**src/rtl/bp_be_late_wb_queue.sv**
```systemverilog
// Late writeback queue: merges unstallable memory writebacks and credit-controlled
// long-latency writebacks into one FIFO feeding the register-file late write port.

module bp_be_late_wb_queue #(
    parameter int data_width_p     = 66,
    parameter int reg_addr_width_p = 5,
    parameter int els_p            = 4,
    parameter int drop_x0_p        = 1
) (
    input  logic                        clk_i,
    input  logic                        reset_i,
    input  logic                        mem_v_i,
    input  logic [reg_addr_width_p-1:0] mem_rd_addr_i,
    input  logic [data_width_p-1:0]     mem_data_i,
    input  logic                        long_v_i,
    input  logic [reg_addr_width_p-1:0] long_rd_addr_i,
    input  logic [data_width_p-1:0]     long_data_i,
    output logic                        long_ready_o,
    output logic                        wb_v_o,
    output logic [reg_addr_width_p-1:0] wb_rd_addr_o,
    output logic [data_width_p-1:0]     wb_data_o,
    input  logic                        wb_yumi_i,
    output logic                        empty_o,
    output logic                        overflow_o
);

    localparam int ptr_w = $clog2(els_p);
    localparam int cnt_w = $clog2(els_p + 1);
    localparam logic drop_x0_s = (drop_x0_p != 0);
    localparam logic [cnt_w-1:0] full_cnt_s  = cnt_w'(els_p);
    localparam logic [cnt_w-1:0] ready_max_s = cnt_w'(els_p - 2);
    localparam logic [ptr_w-1:0] last_ptr_s  = ptr_w'(els_p - 1);

    function automatic logic [ptr_w-1:0] ptr_inc(input logic [ptr_w-1:0] p);
        return (p == last_ptr_s) ? {ptr_w{1'b0}} : (p + ptr_w'(1));
    endfunction

    logic [ptr_w-1:0]            rptr_q, rptr_d;
    logic [ptr_w-1:0]            wptr_q, wptr_d;
    logic [cnt_w-1:0]            count_q, count_d;
    logic                        overflow_q, overflow_d;
    logic [data_width_p-1:0]     data_q [els_p];
    logic [data_width_p-1:0]     data_d [els_p];
    logic [reg_addr_width_p-1:0] addr_q [els_p];
    logic [reg_addr_width_p-1:0] addr_d [els_p];

    logic                        yumi_s;
    logic                        full_s;
    logic                        long_ready_s;
    logic                        mem_keep_s;
    logic                        long_keep_s;
    logic                        mem_wr_s;
    logic                        long_wr_s;
    logic [ptr_w-1:0]            long_slot_s;

    // Enqueue/dequeue decisions, pointer/count/overflow next state and storage writes
    always_comb begin
        yumi_s       = wb_yumi_i & (count_q != {cnt_w{1'b0}});
        full_s       = (count_q == full_cnt_s);
        long_ready_s = (count_q <= ready_max_s);
        mem_keep_s   = mem_v_i  & (~drop_x0_s | (mem_rd_addr_i  != {reg_addr_width_p{1'b0}}));
        long_keep_s  = long_v_i & (~drop_x0_s | (long_rd_addr_i != {reg_addr_width_p{1'b0}}));
        // A full queue can still take the memory entry if the head leaves this cycle
        mem_wr_s     = mem_keep_s & ~(full_s & ~yumi_s);
        long_wr_s    = long_keep_s & long_ready_s;
        long_slot_s  = mem_wr_s ? ptr_inc(wptr_q) : wptr_q;

        overflow_d   = overflow_q | (mem_keep_s & full_s & ~yumi_s);
        rptr_d       = yumi_s ? ptr_inc(rptr_q) : rptr_q;
        wptr_d       = long_wr_s ? ptr_inc(long_slot_s) : long_slot_s;
        count_d      = count_q + cnt_w'(mem_wr_s) + cnt_w'(long_wr_s) - cnt_w'(yumi_s);

        data_d = data_q;
        addr_d = addr_q;
        if (mem_wr_s) begin
            data_d[wptr_q] = mem_data_i;
            addr_d[wptr_q] = mem_rd_addr_i;
        end else begin
            data_d[wptr_q] = data_q[wptr_q];
        end
        if (long_wr_s) begin
            data_d[long_slot_s] = long_data_i;
            addr_d[long_slot_s] = long_rd_addr_i;
        end else begin
            data_d[long_slot_s] = data_d[long_slot_s];
        end
    end

    // Control state with asynchronous reset
    always_ff @(posedge clk_i or posedge reset_i) begin
        if (reset_i) begin
            rptr_q     <= {ptr_w{1'b0}};
            wptr_q     <= {ptr_w{1'b0}};
            count_q    <= {cnt_w{1'b0}};
            overflow_q <= 1'b0;
        end else begin
            rptr_q     <= rptr_d;
            wptr_q     <= wptr_d;
            count_q    <= count_d;
            overflow_q <= overflow_d;
        end
    end

    // Entry storage, intentionally left unreset
    always_ff @(posedge clk_i) begin
        data_q <= data_d;
        addr_q <= addr_d;
    end

    assign long_ready_o = long_ready_s;
    assign wb_v_o       = (count_q != {cnt_w{1'b0}});
    assign empty_o      = (count_q == {cnt_w{1'b0}});
    assign wb_rd_addr_o = addr_q[rptr_q];
    assign wb_data_o    = data_q[rptr_q];
    assign overflow_o   = overflow_q;

    bp_be_late_wb_queue_chk #(
        .els_p (els_p),
        .cnt_w (cnt_w)
    ) u_chk (
        .clk_i     (clk_i),
        .reset_i   (reset_i),
        .wb_v_i    (wb_v_o),
        .wb_yumi_i (wb_yumi_i),
        .count_i   (count_q)
    );

endmodule

// Protocol and occupancy checks for the late writeback queue.
module bp_be_late_wb_queue_chk #(
    parameter int els_p = 4,
    parameter int cnt_w = 3
) (
    input logic             clk_i,
    input logic             reset_i,
    input logic             wb_v_i,
    input logic             wb_yumi_i,
    input logic [cnt_w-1:0] count_i
);

    yumi_needs_valid: assert property (@(posedge clk_i) disable iff (reset_i)
        wb_yumi_i |-> wb_v_i)
        else $error("late_wb_queue: yumi asserted without valid head");

    count_bounded: assert property (@(posedge clk_i) disable iff (reset_i)
        count_i <= cnt_w'(els_p))
        else $error("late_wb_queue: occupancy above depth");

endmodule

```
**config.mk**
```make
export PLATFORM = sky130hd
export DESIGN_NAME = bp_be_late_wb_queue
export DESIGN_NICKNAME = d
export VERILOG_FILES = /design/src/rtl/bp_be_late_wb_queue.sv
export SDC_FILE = /design/constraint.sdc
export NUM_CORES = 1
export LEC_CHECK = 0
export CORE_MARGIN = 2
export CORE_UTILIZATION = 30
export DETAILED_ROUTE_END_ITERATION = 6
export MAX_ROUTING_LAYER = met4
export PLACE_DENSITY_LB_ADDON = 0.08
export SKIP_CTS_REPAIR_TIMING = 1
export SLEW_MARGIN = 20
export SYNTH_ARGS = -nofsm -noshare
export SYNTH_HDL_FRONTEND = slang
export SYNTH_HIERARCHICAL = 1
export SYNTH_SLANG_ARGS = --single-unit
```
**constraint.sdc**
```tcl
create_clock -name clk_i -period 10.2 [get_ports clk_i]
set_input_delay 2.55 -clock clk_i [delete_from_list [all_inputs] [get_ports clk_i]]
set_output_delay 2.55 -clock clk_i [all_outputs]
set_load 0.05 [all_outputs]
```
==> results.py <==
metrics = {
    "timing": {
        "setup_viol": 0,
        "rsz0062_at_grt": "false",
        "fin_skew_ps": 15.8,
        "hold_viol_final": 0,
        "fmax_mhz": 146,
        "worst_pin_slew_ps": 984,
        "fin_crit_sh_pct": 67.2,
        "setup-tns-final_ps": 0,
        "maxSlewViolCount": 0,
        "slew_headroom_pct": 34.4,
        "min_period_ps": 6850,
    },
    "route": {
        "drt-pass1-iter-count": 7,
        "routed_wl_um": 67800,
        "vias": 15990,
        "viasPerCell": 5.50,
        "drc": 0,
        "ant_nets": 0,
        "wl_per_cell_um": 23.3,
        "drt_iter0_drc": 971,
    },
    "run": {
        "cap_violations": 0,
    },
    "finish": {
        "syn_to_final_growth_pct": 22.2,
        "layout_common_cells": "nor2_1, a21oi_1, dfxtp_1",
        "layout_commonest_cell": "nor2_1",
        "drive_gt1_share_pct": 11.6,
        "finalNetCount": 2252,
        "fill_cells": 6110,
    },
    "worst_hold_path": {
        "min_delay_worst_endpoint": "overflow_o",
        "holdPathStages": 1,
        "hold_path_class": "register to register",
        "worstHoldStart": "overflow_o",
    },
    "global_route": {
        "grt_pass1_vias": 16165,
        "grt_pass1_wl_um": 102000,
        "grt_util_all_layers_pct": 22.0,
        "grt_antenna_before_repair": 2,
        "grt_start_max_net_pins": 89,
        "grt_overflow_total": 0,
    },
    "synth": {
        "syn_area_um2": 18200,
        "synth_warnings": 6,
        "postSynthCellCount": 1994,
        "synth-edff-count": 0,
        "synth_ff_type": "dfxtp_1",
        "syn-num-nets": 2154,
        "seq_area_frac_synth_pct": 32.3,
        "ys_seq_elements": 292,
        "syn_avg_cell_area_um2": 9.13,
        "synth.distinct_cells": 36,
        "synthArstFlopShare_pct": 2.74,
    },
    "clock_network": {
        "cts-root-buf": "clkbuf_16",
        "cts_made_buffers": 40,
        "clock-sinks": 292,
        "insertion_delay_ps": 570,
        "clk_pin_slew_ps": 60,
        "cts_tree": "yes",
        "clk_path_buf_depth": 3,
        "htreeDepth": 2,
    },
    "floorplan": {
        "die_x_um": 250,
        "start_util_pct": 30.3,
        "die_h_um": 250,
        "num_io_pins": 222,
        "rows": 90,
        "coreArea_um2": 60100,
        "die-area_um2": 62700,
    },
    "placement": {
        "place.gp.congestion": 0.784,
        "dpl.hpwl_um": 40000,
        "port_buffers": 221,
    },
    "worst_setup_path": {
        "arrival_ps": 7340,
        "cp-end-kind": "register",
        "timing.rr.start": "wptr_q[1]",
        "reg2reg_setup_slack_ps": 5310,
        "crit_path_start_kind": "primary input",
        "cp.required_ps": 10690,
        "r2r-end": "data_q[48]",
        "criticalPathCategory": "primary input to register",
        "reg2regPathDepth": 10,
        "path_max_fanout": 43,
    },
    "outcome": {
        "status": "finished clean",
    },
}
synth_stat cells (3+ instances only):
library cell	count	area (um^2)
ha_1	11	138
buf_8	3	45.0
o31a_1	66	578
o22ai_1	66	413
dfrtp_1	8	200
dfxtp_1	284	5690
a22o_1	66	578
mux4_2	137	3090
buf_2	20	100
nand2_1	78	293
a21oi_1	285	1430
mux2i_1	218	2180
nor2_1	420	1580
a21o_1	133	998
buf_4	5	37.5
clkbuf_1	143	537
inv_1	12	45.0
buf_1	17	63.8
cells by family (layout without fill, tap and decap cells):
logic type	count (synthesis)	in the layout	share of synthesized area [%]
xor+xnor	2	2	0.0963
flops	292	292	32.3
fa+ha+maj	13	13	0.976
compound gates	619	619	22.1
simple gates	505	505	10.5
mux	358	358	29.2
buf+inv	205	332	4.81
other cells	0	2	0
metal layers:
layer	up-vias	part of all wire [%]	track usage (%)
met4	0	2.2	5.90
met3	104	4.9	3.10
met2	474	48	35.9
met1	7824	45	28.7
li1	7588	-	-
met5	-	0	-
area by class of cell:
class | instances | area (um^2) | share of cell area (%)
tap | 782 | 978 | 4.40
clock inverter | 7 | 42.5 | 0.191
clock buffer | 64 | 1210 | 5.45
timing repair buffer | 246 | 2460 | 11.0
multi-input combinational | 1497 | 11600 | 52.1
sequential | 292 | 5900 | 26.5
antenna | 2 | 5.00 | 0.0225
inverter | 15 | 61.3 | 0.276
metrics by stage:
stage          setup WS [ps]  hold WS (ps)  utilization, %  instance area, um^2  std cells
2_1_floorplan           4770           512               -                18200       1994
3_3_place_gp            2820           499            34.8                20900       2830
3_5_place_dp            2780           478            34.8                20900       2830
4_1_cts                 3360           494            36.9                22200       2901
5_1_grt                 3140           525            37.0                22200       2905
6_report                3350           497            37.0                22200       2905
worst max-delay path: stages:
cell and delay, ps:
clkdlybuf4s50_1 500, or4_1 520, or2_1 250, and3_1 260, inv_6 440, mux2i_2 630, inv_2 240, nand2_4 670
buf_4 530, o22ai_1 160, o31a_1 370, mux2i_1 170
state kept, by name (all words and copies together) (netlist names):
name / cells
wptr_q: 2
data_q: 264
addr_q: 20
overflow_o: 1
count_q: 3
rptr_q: 2
how the worst max path moves through the flow:
| stage | cells past startpoint | slack, ps | startpoint | end |
|---|---|---|---|---|
| finish | 12 | 3350 | mem_rd_addr_i[2] | data_q[48] |
| global placement | 12 | 2820 | mem_rd_addr_i[4] | data_q[100] |
| floorplan | 11 | 4770 | mem_rd_addr_i[4] | data_q[168] |
| global route | 12 | 3140 | mem_rd_addr_i[2] | data_q[48] |
| detailed placement | 12 | 2780 | mem_rd_addr_i[4] | data_q[235] |
| CTS | 12 | 3360 | mem_rd_addr_i[4] | data_q[235] |
Power is not shown: default switching activity piles up to over one toggle a cycle in this logic, so the estimate is an artifact.
